### config.mk
export PLATFORM = sky130hd
export DESIGN_NAME = cook_timer_flat
export DESIGN_NICKNAME = d
export VERILOG_FILES = /design/src/rtl/cook_timer_if.sv /design/src/rtl/cook_timer.sv /design/src/flat_wrapper.sv
export SDC_FILE = /design/constraint.sdc
export NUM_CORES = 1
export LEC_CHECK = 0
export ABC_AREA = 0
export CAP_MARGIN = 20
export CORE_ASPECT_RATIO = 0.5
export CORE_UTILIZATION = 54
export CTS_CLUSTER_SIZE = 20
export DETAILED_ROUTE_END_ITERATION = 10
export GPL_ROUTABILITY_DRIVEN = 0
export PLACE_DENSITY_LB_ADDON = 0.3
export SLEW_MARGIN = 20
export SYNTH_ARGS = -nofsm -noshare
export SYNTH_HDL_FRONTEND = slang
export SYNTH_SLANG_ARGS = --single-unit
### constraint.sdc
create_clock -name clk -period 2.7 [get_ports clk]
set_clock_uncertainty 0.1 [all_clocks]
set_input_delay 0.27 -clock clk [delete_from_list [all_inputs] [get_ports clk]]
set_output_delay 0.27 -clock clk [all_outputs]
set_load 0.03 [all_outputs]
### src/rtl/cook_timer_if.sv
// Keypad, magnetron-controller and display signals of the cooking timer.
// The master side is the controller/keypad; the slave side is the timer.
interface cook_timer_if;
    logic       clearn;
    logic       key_valid;
    logic [3:0] key_digit;
    logic       mag_on;
    logic [3:0] min_tens;
    logic [3:0] min_ones;
    logic [3:0] sec_tens;
    logic [3:0] sec_ones;
    logic       timer_done;
    logic       sec_tick;
    logic       done_pulse;

    modport master (
        output clearn, key_valid, key_digit, mag_on,
        input  min_tens, min_ones, sec_tens, sec_ones, timer_done, sec_tick, done_pulse
    );

    modport slave (
        input  clearn, key_valid, key_digit, mag_on,
        output min_tens, min_ones, sec_tens, sec_ones, timer_done, sec_tick, done_pulse
    );
endinterface

### src/rtl/cook_timer.sv
// MM:SS BCD countdown timer: keypad digits shift in while idle, and a prescaler
// decrements the time once per second while the magnetron is on.
module cook_timer #(
    parameter int TICKS_PER_SEC = 100
) (
    input  logic         clk,
    input  logic         rst,
    cook_timer_if.slave  bus
);
    localparam int             PW   = (TICKS_PER_SEC > 2) ? $clog2(TICKS_PER_SEC) : 1;
    localparam logic [PW-1:0]  LAST = PW'(TICKS_PER_SEC - 1);

    logic [3:0]    r_min_tens, r_min_ones, r_sec_tens, r_sec_ones;
    logic [PW-1:0] r_presc;
    logic          r_sec_tick, r_done_pulse;

    logic          w_zero, w_run, w_wrap, w_key_ok;
    logic          w_b0, w_b1, w_b2;
    logic [3:0]    w_dec_min_tens, w_dec_min_ones, w_dec_sec_tens, w_dec_sec_ones;
    logic          w_dec_zero;

    assign w_zero   = (r_min_tens == 4'd0) && (r_min_ones == 4'd0) &&
                      (r_sec_tens == 4'd0) && (r_sec_ones == 4'd0);
    assign w_run    = bus.mag_on && !w_zero;
    assign w_wrap   = w_run && (r_presc == LAST);
    assign w_key_ok = bus.key_valid && (bus.key_digit <= 4'd9) && !bus.mag_on;

    // Borrow chain; sec_tens above 5 simply decrements, so 00:90 becomes 00:89.
    assign w_b0 = (r_sec_ones == 4'd0);
    assign w_b1 = w_b0 && (r_sec_tens == 4'd0);
    assign w_b2 = w_b1 && (r_min_ones == 4'd0);

    assign w_dec_sec_ones = w_b0 ? 4'd9 : r_sec_ones - 4'd1;
    assign w_dec_sec_tens = !w_b0 ? r_sec_tens : (w_b1 ? 4'd5 : r_sec_tens - 4'd1);
    assign w_dec_min_ones = !w_b1 ? r_min_ones : (w_b2 ? 4'd9 : r_min_ones - 4'd1);
    assign w_dec_min_tens = !w_b2 ? r_min_tens : r_min_tens - 4'd1;

    assign w_dec_zero = (w_dec_min_tens == 4'd0) && (w_dec_min_ones == 4'd0) &&
                        (w_dec_sec_tens == 4'd0) && (w_dec_sec_ones == 4'd0);

    always_ff @(posedge clk or posedge rst) begin
        if (rst) begin
            r_min_tens   <= 4'd0;
            r_min_ones   <= 4'd0;
            r_sec_tens   <= 4'd0;
            r_sec_ones   <= 4'd0;
            r_presc      <= '0;
            r_sec_tick   <= 1'b0;
            r_done_pulse <= 1'b0;
        end else if (!bus.clearn) begin
            r_min_tens   <= 4'd0;
            r_min_ones   <= 4'd0;
            r_sec_tens   <= 4'd0;
            r_sec_ones   <= 4'd0;
            r_presc      <= '0;
            r_sec_tick   <= 1'b0;
            r_done_pulse <= 1'b0;
        end else begin
            r_sec_tick   <= 1'b0;
            r_done_pulse <= 1'b0;
            if (w_wrap) begin
                r_presc      <= '0;
                r_min_tens   <= w_dec_min_tens;
                r_min_ones   <= w_dec_min_ones;
                r_sec_tens   <= w_dec_sec_tens;
                r_sec_ones   <= w_dec_sec_ones;
                r_sec_tick   <= 1'b1;
                r_done_pulse <= w_dec_zero;
            end else if (w_run) begin
                r_presc <= r_presc + PW'(1);
            end else if (w_key_ok) begin
                // Prescaler is untouched so a paused partial second survives key entry.
                r_min_tens <= r_min_ones;
                r_min_ones <= r_sec_tens;
                r_sec_tens <= r_sec_ones;
                r_sec_ones <= bus.key_digit;
            end
        end
    end

    assign bus.min_tens   = r_min_tens;
    assign bus.min_ones   = r_min_ones;
    assign bus.sec_tens   = r_sec_tens;
    assign bus.sec_ones   = r_sec_ones;
    assign bus.timer_done = w_zero;
    assign bus.sec_tick   = r_sec_tick;
    assign bus.done_pulse = r_done_pulse;
endmodule
### src/flat_wrapper.sv
// flat-port wrapper written by rule: the top's interface ports become plain ports
module cook_timer_flat 
#(
    parameter int TICKS_PER_SEC = 100
)
  (clk, rst, bus_clearn, bus_key_valid, bus_key_digit, bus_mag_on, bus_min_tens, bus_min_ones, bus_sec_tens, bus_sec_ones, bus_timer_done, bus_sec_tick, bus_done_pulse);
  cook_timer_if bus_i ();
  input  logic clk;
  input  logic rst;
  input wire logic [$bits(bus_i.clearn)-1:0] bus_clearn;
  input wire logic [$bits(bus_i.key_valid)-1:0] bus_key_valid;
  input wire logic [$bits(bus_i.key_digit)-1:0] bus_key_digit;
  input wire logic [$bits(bus_i.mag_on)-1:0] bus_mag_on;
  output wire logic [$bits(bus_i.min_tens)-1:0] bus_min_tens;
  output wire logic [$bits(bus_i.min_ones)-1:0] bus_min_ones;
  output wire logic [$bits(bus_i.sec_tens)-1:0] bus_sec_tens;
  output wire logic [$bits(bus_i.sec_ones)-1:0] bus_sec_ones;
  output wire logic [$bits(bus_i.timer_done)-1:0] bus_timer_done;
  output wire logic [$bits(bus_i.sec_tick)-1:0] bus_sec_tick;
  output wire logic [$bits(bus_i.done_pulse)-1:0] bus_done_pulse;
  assign bus_i.clearn = bus_clearn;
  assign bus_i.key_valid = bus_key_valid;
  assign bus_i.key_digit = bus_key_digit;
  assign bus_i.mag_on = bus_mag_on;
  assign bus_min_tens = bus_i.min_tens;
  assign bus_min_ones = bus_i.min_ones;
  assign bus_sec_tens = bus_i.sec_tens;
  assign bus_sec_ones = bus_i.sec_ones;
  assign bus_timer_done = bus_i.timer_done;
  assign bus_sec_tick = bus_i.sec_tick;
  assign bus_done_pulse = bus_i.done_pulse;
  cook_timer #(.TICKS_PER_SEC(TICKS_PER_SEC)) u_core (.clk(clk), .rst(rst), .bus(bus_i));
endmodule
Word level (Yosys, flattened, before mapping)
Index checks and enable logic that the tools add are counted.
Word-level totals
  flip-flop bits (word level): 25
  input bits: 9
  output and inout bits: 19
  word-level logic and storage cells: 69
Operators by class
  add/sub/neg operators: 5
  order comparisons: 1
  eq/ne operators: 4
  mux-type cells: 29
  reductions and logical operators: 23
Operators by type and width (number)
  4-bit 2-to-1 mux: 22
  4-bit zero test: 8
  7-bit 2-to-1 mux: 3
  4-bit by 1-bit subtractor with 4-bit output (second input constant): 4
  1-bit logical AND: 12
  7-bit by 1-bit adder with 7-bit output (second input constant): 1
  7-bit equality test (second input constant): 1
  3-bit by 1-bit inequality test with 1-bit output (second input constant): 2
  4-bit less-or-equal comparator (second input constant): 1
  1-bit 2-to-1 mux: 4
  3-bit inequality test (second input constant): 1
  1-bit zero test: 2
  2-bit AND reduction: 1

Depth between registers and ports, before layout
  depth after elaboration: 11
  mapped depth: 8
  mapped depth without buffers: 7

Worst setup path after synthesis
Ideal clock, no wire load.
  kind: register to register
  from: reg u_core.r_min_ones[0] (netlist: u_core.bus.min_ones[0])
  to: reg u_core.r_sec_tens[3] (netlist: u_core.bus.sec_tens[3])
  library setup time: 0.137 ns
  arrival time: 2.001 ns
  data required time: 2.463 ns
  path slack: 0.462 ns
  stages on the path, launching flop included: 9
  buffers on the path: 1
  period minus slack after synthesis: 2.238 ns
  cell sequence: dfrtp_1 inv_1 ha_1 nor3b_2 nand4_4 and3_4 buf_6 a211oi_2 a211oi_2
On the way
  word-level cells in the longest chain between the ends: 9
  elaborated cells between the ends (all ways): 12
  classes of those cells: 2 x eq/ne; 2 x mux; 8 x reduce/logical
RTL lines
  from (decl): line cook_timer.sv:13  | logic [3:0] r_min_tens, r_min_ones, r_sec_tens, r_sec_ones;
  from (signal assigned): line cook_timer.sv:64  | r_min_ones <= w_dec_min_ones;
  from (signal assigned): line cook_timer.sv:74  | r_min_ones <= r_sec_tens;
  4-bit zero test *: line cook_timer.sv:22  | assign w_zero = (r_min_tens == 4'd0) && (r_min_ones == 4'd0) &&
  1-bit logical AND * (2 in a row): line cook_timer.sv:22
  1-bit logical AND *: line cook_timer.sv:23  | (r_sec_tens == 4'd0) && (r_sec_ones == 4'd0);
  1-bit zero test *: line cook_timer.sv:24  | assign w_run = bus.mag_on && !w_zero;
  1-bit logical AND *: line cook_timer.sv:24
  1-bit logical AND: line cook_timer.sv:25  | assign w_wrap = w_run && (r_presc == LAST);
  3-bit inequality test (no line) (tied with other cells)
  2-bit AND reduction (no line) / 4-bit 2-to-1 mux (equally long branches)
  to (signal assigned): line cook_timer.sv:65  | r_sec_tens <= w_dec_sec_tens;
  to (signal assigned): line cook_timer.sv:75  | r_sec_tens <= r_sec_ones;
  to (decl): line cook_timer.sv:13
Every way passes the cells marked *; elsewhere a longest branch is shown, timed or not.
A chain may end at the register's enable or synchronous reset.

Worst setup path after layout
  from: reg u_core.r_sec_tens[0] (netlist: u_core.bus.sec_tens[0])
  to: reg u_core.r_min_tens[1] (netlist: u_core.bus.min_tens[1])
On the way
  word-level cells in the longest chain between the ends: 8
  elaborated cells between the ends (all ways): 14
  classes of those cells: 2 x eq/ne; 3 x mux; 9 x reduce/logical
RTL lines
  4-bit zero test *: line cook_timer.sv:23, cook_timer.sv:30
  1-bit logical AND: line cook_timer.sv:22
  1-bit logical AND: line cook_timer.sv:23
  1-bit zero test: line cook_timer.sv:24
  1-bit logical AND: line cook_timer.sv:24
  1-bit logical AND: line cook_timer.sv:25
  3-bit inequality test (no line) (tied with other cells)
  2-bit AND reduction (no line) / 4-bit 2-to-1 mux (equally long branches)
  to (signal assigned): line cook_timer.sv:63  | r_min_tens <= w_dec_min_tens;
  to (signal assigned): line cook_timer.sv:73  | r_min_tens <= r_min_ones;
  to (decl): line cook_timer.sv:13
Marks and branches as above.

==> metrics.yaml <==
initial_core_util_pct: 58.1
maxCapViolCount: 0
busiest_layer: "met2"
met3_usage_pct: 5.31
clk_pin_slew_ns: 0.09
rsz0062_at_grt: "no"
syn-cell-area_um2: 1780
relSlewSlack_pct: 68.8
crit_path_end_kind: "flip-flop"
post_cts_resized: 0
tns_ns: 0
ys_seq_area_share_pct: 35.1
io_pins: 28
worst_pin_slew_ns: 0.467
firstDrtPassIters: 4
cts_setup_buffers: 0
crit_chain: "inv_1 -> ha_1 -> nor4b_4 -> nand4_4 -> buf_4 -> nand3_2 -> o211ai_1 -> and3_1"
hpwl_mm: 3.08
cts-root-buf: "clkbuf_8"
clkLatencyLatePin_ns: 0.27
syn_nets: 209
synth_cells: 194
report.final.slew_viol_count: 0
min_path_type: "primary input to asynchronous set/reset pin"
async_flop_share_pct: 100
final_common_cell: "clkdlybuf4s50_1"
die_w_um: 83.2
drive_above_1_share_pct: 15.5
cts_made_buffers: 3
wirelength_mm: 4.19
port_buffers: 27
vias: 1607
grt_use_met1_pct: 38.0
ys_ff_latch: 25
numClockSinks: 25
fin_crit_sh_pct: 86.5
clk_path_buf_depth: 2
startpoint_type: "flip-flop"
htree_levels: 1
dieArea_um2: 3550
overflow: 0
cp_slowest_cell: "dfrtp_1"
netlist-cell-type-count: 50
ant_nets: 0
grt_pass1_wl_mm: 7.04
area_delta_synth_final_pct: 22.1
avgSynthCellArea_um2: 9.18
wl_per_cell_um: 15.7
first_global_vias: 1416
worstPathMaxFanout: 17
finalHoldViolations: 0
synth_flop_cell: "dfrtp_1"
nNetsFinal: 242
status: "complete, no violations"
p_per_area_nw_per_um2: 363
setup_viol: 0
vias_per_cell: 6.04
synth_area_leaders: "dfrtp_1, ha_1, a211oi_2"
grt_max_degree: 27
drc: 0
diodes: 0
fin_util_pct: 70.9
grtUsageTotal_pct: 25.4
drt_iter0_drc: 86
synth_edf_count: 0
required_ns: 2.77
met2_usage_pct: 39.3
rows: 14
fmax_ghz: 0.428
cellLeakagePower_uw: 0.000963
yosys.area.top_type: "dfrtp_1"
min_period_ns: 2.34
cts_tree: "built"
synth_warnings: 0
coreArea_um2: 3070
final_cell_mix: "clkdlybuf4s50_1, dfrtp_1, nor2_1"
die_h_um: 42.6
crit_type: "flip-flop to flip-flop"
arrival_ns: 2.40
antenna_found_initial: 0
cts_hold_buf: 0
ir_drop_mv: 0.212
synth_top_area_share_pct: 35.1
max_stage_delay_ns: 0.45
==> area by class of cell <==
type	instances	area (um2)
clock buffer	3	41.3
inverter	14	52.6
timing repair buffer	39	363
tap	40	50.0
multi-input combinational	144	1040
fill	234	891
clock inverter	1	5.00
sequential	25	626
==> metal layers <==
metal / vias up / part of all wire [%]
met1: 783 / 49
met4: 0 / 0.19
li1: 778 / -
met2: 44 / 46
met3: 2 / 4.8
met5: - / 0
==> power by group <==
group          switching [uW]  internal (uW)  total, uW
sequential               10.5            380        390
combinational            97.7           75.8        174
clock                     122            103        225
total                     230            559        789
==> worst paths after layout <==
path,depth (start not counted),from,slack [ns],endpoint
min reg2reg,2,u_core.r_presc[6],0.45,u_core.r_presc[6]
min,3,rst,0.24,u_core.bus.sec_ones[0]
max reg2reg,8,u_core.bus.sec_tens[0],0.36,u_core.bus.min_tens[1]
min in group clk,2,u_core.r_presc[6],0.45,u_core.r_presc[6]
max,8,u_core.bus.sec_tens[0],0.36,u_core.bus.min_tens[1]
max in group asynchronous,3,rst,2.00,u_core.bus.min_ones[1]
==> through the flow <==
stage	instance area, um2	total power, uW	std cells	hold WS (ns)	setup WS (ns)
after floorplan	1780	506	194	0.197	0.462
after global placement	2130	569	262	0.408	0.420
after detailed placement	2130	571	262	0.432	0.354
after CTS	2170	794	266	0.254	0.0401
after global routing	2170	829	266	0.295	0.223
final	2170	789	266	0.244	0.364
==> worst max-delay path, delay by kind of cell (launching register included) <==
| family | cells | cell delay [ns] |
|---|---|---|
| buffers and inverters | 2 | 0.32 |
| AO/OA/AOI/OAI | 1 | 0.16 |
| flip-flops | 1 | 0.45 |
| adder cells (fa/ha/maj) | 1 | 0.23 |
| AND/OR/NAND/NOR | 4 | 0.96 |
==> cells in the mapped netlist, drive strengths merged (6+ instances only) <==
cell / instances
ha: 6
a21oi: 12
buf: 8
inv: 14
and3: 8
o21ai: 11
a211oi: 9
o211ai: 6
dfrtp: 25
nand2: 14
mux2i: 6
nor2: 16
nand3: 8
==> registers in the layout, summed over array words and instances (netlist names) <==
signal / flops
u_core.r_presc: 7
u_core.bus.min_ones: 4
u_core.bus.min_tens: 4
u_core.bus.sec_ones: 4
u_core.bus.sec_tens: 4
u_core.bus.done_pulse: 1
u_core.bus.sec_tick: 1
==> cell families after synthesis <==
kind of cell             synth area share (%)
flip-flops                               35.1
AND/OR/NAND/NOR                          24.9
multiplexers                             5.90
buffers and inverters                    6.67
AO/OA/AOI/OAI                            22.3
XOR/XNOR                                0.983
adder cells (fa/ha/maj)                  4.21
Note: power is estimated with default switching activity, not from simulation.
